<file path="config.mk">
export PLATFORM = sky130hd
export DESIGN_NAME = byte_stream_comparator
export DESIGN_NICKNAME = d
export VERILOG_FILES = /design/src/rtl/byte_stream_comparator.sv
export SDC_FILE = /design/constraint.sdc
export NUM_CORES = 1
export LEC_CHECK = 0
export CAP_MARGIN = 20
export CORE_MARGIN = 8
export CORE_UTILIZATION = 43
export DETAILED_ROUTE_END_ITERATION = 16
export GPL_ROUTABILITY_DRIVEN = 0
export PLACE_DENSITY_LB_ADDON = 0.25
export SLEW_MARGIN = 10
export SYNTH_ARGS = -nofsm -noshare
export SYNTH_HDL_FRONTEND = slang
export SYNTH_SLANG_ARGS = --single-unit
</file>
<file path="constraint.sdc">
create_clock -name clk -period 1.8 [get_ports clk]
set_input_delay 0.18 -clock clk [delete_from_list [all_inputs] [get_ports clk]]
set_output_delay 0.18 -clock clk [all_outputs]
set_load 0.05 [all_outputs]
</file>
<file path="src/rtl/byte_stream_comparator.sv">
// MSB-first serial comparator of two byte streams with cascade eq/gt outputs.
// Optional feature macro BYTE_CMP_SIGNED_MSB_EN: first accepted byte compared as two's complement.
module byte_stream_comparator #(
  parameter int MAX_BYTES = 4
) (
  input  logic       clk,
  input  logic       rst,
  input  logic       start,
  input  logic [7:0] a_byte,
  input  logic [7:0] b_byte,
  input  logic       byte_valid,
  input  logic       last,
  output logic       byte_ready,
  output logic       busy,
  output logic       done,
  output logic       eq_out,
  output logic       gt_out,
  output logic       overrun
);

  // state | meaning
  // IDLE  | waiting for start, previous result held
  // RUN   | accepting byte pairs, MSB first
  // DONE  | one-cycle result-final pulse
  typedef enum logic [1:0] {IDLE, RUN, DONE} state_t;

  localparam int CW = $clog2(MAX_BYTES + 1);

  state_t        r_state;
  logic [CW-1:0] r_count;
  logic          w_byte_eq;
  logic          w_byte_gt;
  logic          w_final_cnt;

  assign w_byte_eq   = (a_byte == b_byte);
  assign w_final_cnt = (r_count == CW'(MAX_BYTES - 1));

`ifdef BYTE_CMP_SIGNED_MSB_EN
  logic w_first;
  assign w_first   = (r_count == '0);
  assign w_byte_gt = w_first ? ($signed(a_byte) > $signed(b_byte)) : (a_byte > b_byte);
`else
  assign w_byte_gt = (a_byte > b_byte);
`endif

  always_ff @(posedge clk or posedge rst) begin
    if (rst) begin
      r_state    <= IDLE;
      r_count    <= '0;
      eq_out     <= 1'b1;
      gt_out     <= 1'b0;
      overrun    <= 1'b0;
      done       <= 1'b0;
      byte_ready <= 1'b0;
      busy       <= 1'b0;
    end else begin
      done <= 1'b0;
      case (r_state)
        IDLE: begin
          if (start) begin
            r_state    <= RUN;
            r_count    <= '0;
            eq_out     <= 1'b1;
            gt_out     <= 1'b0;
            overrun    <= 1'b0;
            byte_ready <= 1'b1;
            busy       <= 1'b1;
          end
        end
        RUN: begin
          if (byte_valid) begin
            // once a difference is seen the decision is frozen
            if (eq_out) begin
              eq_out <= w_byte_eq;
              gt_out <= w_byte_gt;
            end
            if (r_count != CW'(MAX_BYTES)) r_count <= r_count + 1'b1;
            if (last || w_final_cnt) begin
              r_state    <= DONE;
              done       <= 1'b1;
              byte_ready <= 1'b0;
              overrun    <= ~last;
            end
          end
        end
        DONE: begin
          r_state <= IDLE;
          busy    <= 1'b0;
        end
        default: begin
          r_state    <= IDLE;
          byte_ready <= 1'b0;
          busy       <= 1'b0;
        end
      endcase
    end
  end

endmodule

</file>
# Word-level counts from Yosys, hierarchy flattened
# Cells that the tools add are included.
[totals] reg_bits=11 input_bits=21 output_inout_bits=6 word_cells=59
[op_classes] n_addsub=1 order_cmp=1 n_eq_ne=10 n_mux=26 n_bitwise=3 n_reduce_logical=10
[op_table] op="$reduce_and A4 Y1" n=4
[op_table] op="$mux W1" n=13
[op_table] op="$ne A2 B2 Y1 const B" n=5
[op_table] op="$mux W3" n=3
[op_table] op="$eq A8 B8 Y1" n=1
[op_table] op="$gt A8 B8 Y1" n=1
[op_table] op="$pmux W1 S2" n=4
[op_table] op="$mux W2" n=3
[op_table] op="$pmux W3 S2" n=1
[op_table] op="$reduce_and A3 Y1" n=2
[op_table] op="$pmux W2 S2" n=1
[op_table] op="$add A3 B1 Y3 const B" n=1
[op_table] op="$eq A3 B2 Y1 const B" n=1
[op_table] op="$ne A3 B3 Y1 const B" n=1
[op_table] op="$not A1 Y1" n=3
[op_table] op="$pmux W1 S3" n=1
[op_table] op="$eq A2 B1 Y1 const B" n=1
[op_table] op="$eq A2 B2 Y1 const B" n=1
[op_table] op="$logic_not A2 Y1" n=1
[op_table] op="$reduce_and A2 Y1" n=1
[op_table] op="$reduce_bool A2 Y1" n=1
[op_table] op="$logic_or A1 B1 Y1" n=1

# Depth between registers and ports, before layout
# Gate-level depths: netlist of the first run.
[logic_depth] ltp_word=5 depth_mapped=6 ltp_nobuf=6

# Worst setup path after synthesis of the first run
# No wires, ideal clock.
[synth_path] path_kind="register to register" startpoint="register r_state[0]" endpoint="register gt_out" setup_ns=0.076 arrival_time_ns=1.268 t_required_ns=1.724 setup_slack_ns=0.456 stages_incl_launch_ff=6 path_buffers=1 period_less_slack_ns=1.344 path_cell_list="dfrtp_1 buf_6 nand2b_4 a21o_1 or3_1 o21ai_1"
[synth_via] elab_chain_len=3 elab_cells_between_ends=8 classes_between="eq/ne: 4; mux: 1; reduce/logical: 3"
[synth_rtl] item="start: declaration" line="29" rtl="state_t r_state;"
[synth_rtl] item="start signal: assignment" line="48" rtl="r_state <= IDLE;"
[synth_rtl] item="start signal: assignment" line="61" rtl="r_state <= RUN;"
[synth_rtl] item="start signal: assignment" line="79" rtl="r_state <= DONE;"
[synth_rtl] item="$eq A2 B1 Y1 or $logic_not A2 Y1 (tied branches)" line="58" rtl="case (r_state)"
[synth_rtl] item="$ne A2 B2 Y1 (no source line) or $reduce_bool A2 Y1 (tied branches)"
[synth_rtl] item="$reduce_and A4 Y1 (no source line)"
[synth_rtl] item="end signal: assignment" line="75" rtl="gt_out <= w_byte_gt;"
[synth_rtl] item="end: declaration" line="17" rtl="output logic gt_out,"
# Parallel ways exist; a longest one is shown, timed or not.
# A chain may end at the register's enable or synchronous reset.

# Final worst setup path of the first run
[layout_path] startpoint="register overrun" endpoint="output port overrun"
[layout_rtl] item="start: declaration" line="18" rtl="output logic overrun"
[layout_rtl] item="start signal: assignment" line="82" rtl="overrun <= ~last;"
# No word-level cell between the ends.

==> results.yml, run 1 <==
sta:
  period_share_pct: 90.6
  max_freq_mhz: 613
  worst_clock_skew_ns: 0.00246
  final_max_slew_viol_count: 0
  rsz0062_at_grt: "no"
  finalSetupViolations: 0
  period_needed_ns: 1.63
  setup_slack_ns: 0.168
  maxSlewHeadroom_pct: 66.6
  tns_ns: 0
  hold_viol_final: 0
  tightestPinTransition_ns: 0.499
final_layout:
  final_common_cell: "clkdlybuf4s50_1"
  area.sequential_um2: 277
  nets: 146
  layout-drive-gt1-share_pct: 6.19
  layout_common_cells: "clkdlybuf4s50_1 (25), inv_1 (16), ha_1 (11)"
  fin_area_um2: 1030
  fillers: 145
  area_delta_synth_final_pct: 39.8
  n_antenna_cell: 0
  multi_input_area_um2: 392
power_and_ir_drop:
  power.leakage_nw: 0.509
  combPwrFrac_pct: 52.2
  p_sw_share_pct: 44.2
  p_int_mw: 0.700
  power.density_nw_per_um2: 1210
  seq_power_share_pct: 34.6
  clockPowerShare_pct: 13.3
  vdd_drop_max_v: 0.000867
  power_switching_mw: 0.554
worst_setup_path:
  cpLargestDelayFamily: "buffers and inverters"
  crit_type: "reg -> out"
  end_kind: "output port"
  path_buf_inv: 1
  slowest_delay_ns: 0.82
  cp_data_arrival_time_ns: 1.45
  cpMaxStageDelayCell: "clkdlybuf4s50_1"
  cp_max_fo: 3
  cp-start-kind: "flop"
  crit_chain: "clkdlybuf4s50_1"
  worst_ep_required_time_ns: 1.62
floorplan:
  dieHeight_um: 57.5
  die_w_um: 57.5
  coreArea_um2: 1670
  initial_core_util_pct: 44.3
  num_rows: 15
  die_area_um2: 3300
  io_pins: 27
synthesis:
  syn_inst: 84
  synthTopCellsByArea: "dfrtp_1 (34%), ha_1 (19%), inv_1 (8.1%)"
  synth.yosys.seq_area_share_pct: 37.4
  postSynthAreaPerCell_um2: 8.80
  synth_cell_types: 25
  postSynthRegisterBits: 11
  yosys.area.top_type: "dfrtp_1"
  yosysWarnings: 0
  synth_nets: 116
  syn-cell-area_um2: 739
  yosys.area.top_type_share_pct: 33.8
global_routing:
  grt_max_degree: 12
  grt_pass1_wl_um: 2730
  grt_pass1_vias: 667
  antenna_found_initial: 0
  grt_overflow: 0
  track_usage_pct: 10.4
cts:
  h-tree-depth: 1
  hold_buffers: 0
  path_clk_slew_ns: 0.07
  clock_sinks: 11
  numCtsBuffers: 3
  root_buffer: "clkbuf_4"
  cts_max_path_buffers: 2
  cts_tree: "built"
  post-cts-setup-buffer-count: 0
  clk_latency_ns: 0.26
  post_cts_resize_count: 0
drt:
  drcViolationCount: 0
  viasPerCell: 5.05
  vias: 656
  drt-total-wl_um: 1620
  first_pass_iters: 3
  ant_nets: 0
  drtIter0Drc: 7
  wl_per_cell_um: 12.5
placement:
  dpl_worst_slack_ns: 0.0609
  hpwl_um: 1380
  postPlaceCellArea_um2: 1010
  io_buffers: 26
job:
  maxCapViolCount: 0
run_status:
  status: "complete, no violations"
worst_hold_path:
  hp-class: "in -> async"
## cell type report
class,count,area share [%]
clock buffer,4,2.54
inverter,16,5.81
multi-input combinational,56,37.9
sequential,11,26.8
tap,17,2.06
timing repair buffer,26,24.9
## stage by stage
step	power, mW	instances	utilization, %	hold slack, ns
6_report	1.25	130	61.9	0.196
3_3_place_gp	1.08	126	60.3	0.469
5_1_grt	1.35	130	61.9	0.237
2_1_floorplan	0.891	84	-	0.0317
3_5_place_dp	1.09	126	60.3	0.488
4_1_cts	1.27	130	61.9	0.206
## path summary, 6_finish.rpt
| path | startpoint | to | slack [ns] | depth (start not counted) |
|---|---|---|---|---|
| max reg2reg | r_state[0] | gt_out | 0.33 | 4 |
| min | rst | busy | 0.20 | 2 |
| min reg2reg | byte_ready | byte_ready | 0.51 | 2 |
| max | overrun | overrun | 0.17 | 1 |
| max in group asynchronous | rst | eq_out | 1.28 | 2 |
| min in group clk | byte_ready | byte_ready | 0.51 | 2 |
## state kept, by name, indices dropped and copies added, names as in the netlist
| signal | flops |
|---|---|
| byte_ready | 1 |
| overrun | 1 |
| r_state | 2 |
| r_count | 3 |
| busy | 1 |
| done | 1 |
| eq_out | 1 |
| gt_out | 1 |
## power groups by stage
stage	Combinational (mW)	Sequential, mW	Clock (mW)
after floorplan	0.286	0.605	0
after global placement	0.646	0.433	0
after detailed placement	0.658	0.437	0
after CTS	0.661	0.433	0.173
after global routing	0.722	0.446	0.183
final	0.654	0.433	0.166
## synthesized netlist by cell type
cell type	n
inv_1	16
ha_1	11
dfrtp_1	10
nand2_1	8
a21oi_1	6
nor2_1	6
o21ai_0	6
a21o_1	2
mux2i_1	2
nor3_1	2
a211oi_1	1
a31oi_1	1
buf_6	1
dfstp_2	1
nand2b_1	1
nand2b_4	1
nand3b_1	1
nand4_1	1
o21a_1	1
o21ai_1	1
o221ai_1	1
o22ai_1	1
o41ai_1	1
or2_2	1
or3_1	1
## kinds of logic (layout without fill, tap and decap cells)
group	after synthesis	count (layout)	synth area share (%)
AND/OR/NAND/NOR	22	22	14.7
buffers and inverters	17	46	9.64
adder cells (fa/ha/maj)	11	11	18.6
flip-flops	11	11	37.4
multiplexers	2	2	2.71
AO/OA/AOI/OAI	21	21	16.9
## routing by layer
layer,vias up,share of wire [%],GRT usage (%)
met1,297,46,10.7
met4,0,0.49,4.29
met2,14,47,18.0
met3,2,6.5,4.26
li1,343,-,-
met5,-,0,0
Power figures use the tool's default switching activity.
==> run 2: changes to the inputs <==
- ABC_CLOCK_PERIOD_IN_PS: not set -> 1800
==> results of run 2 <==
The final DEF is identical to that of run 1; final timing and power are the same.
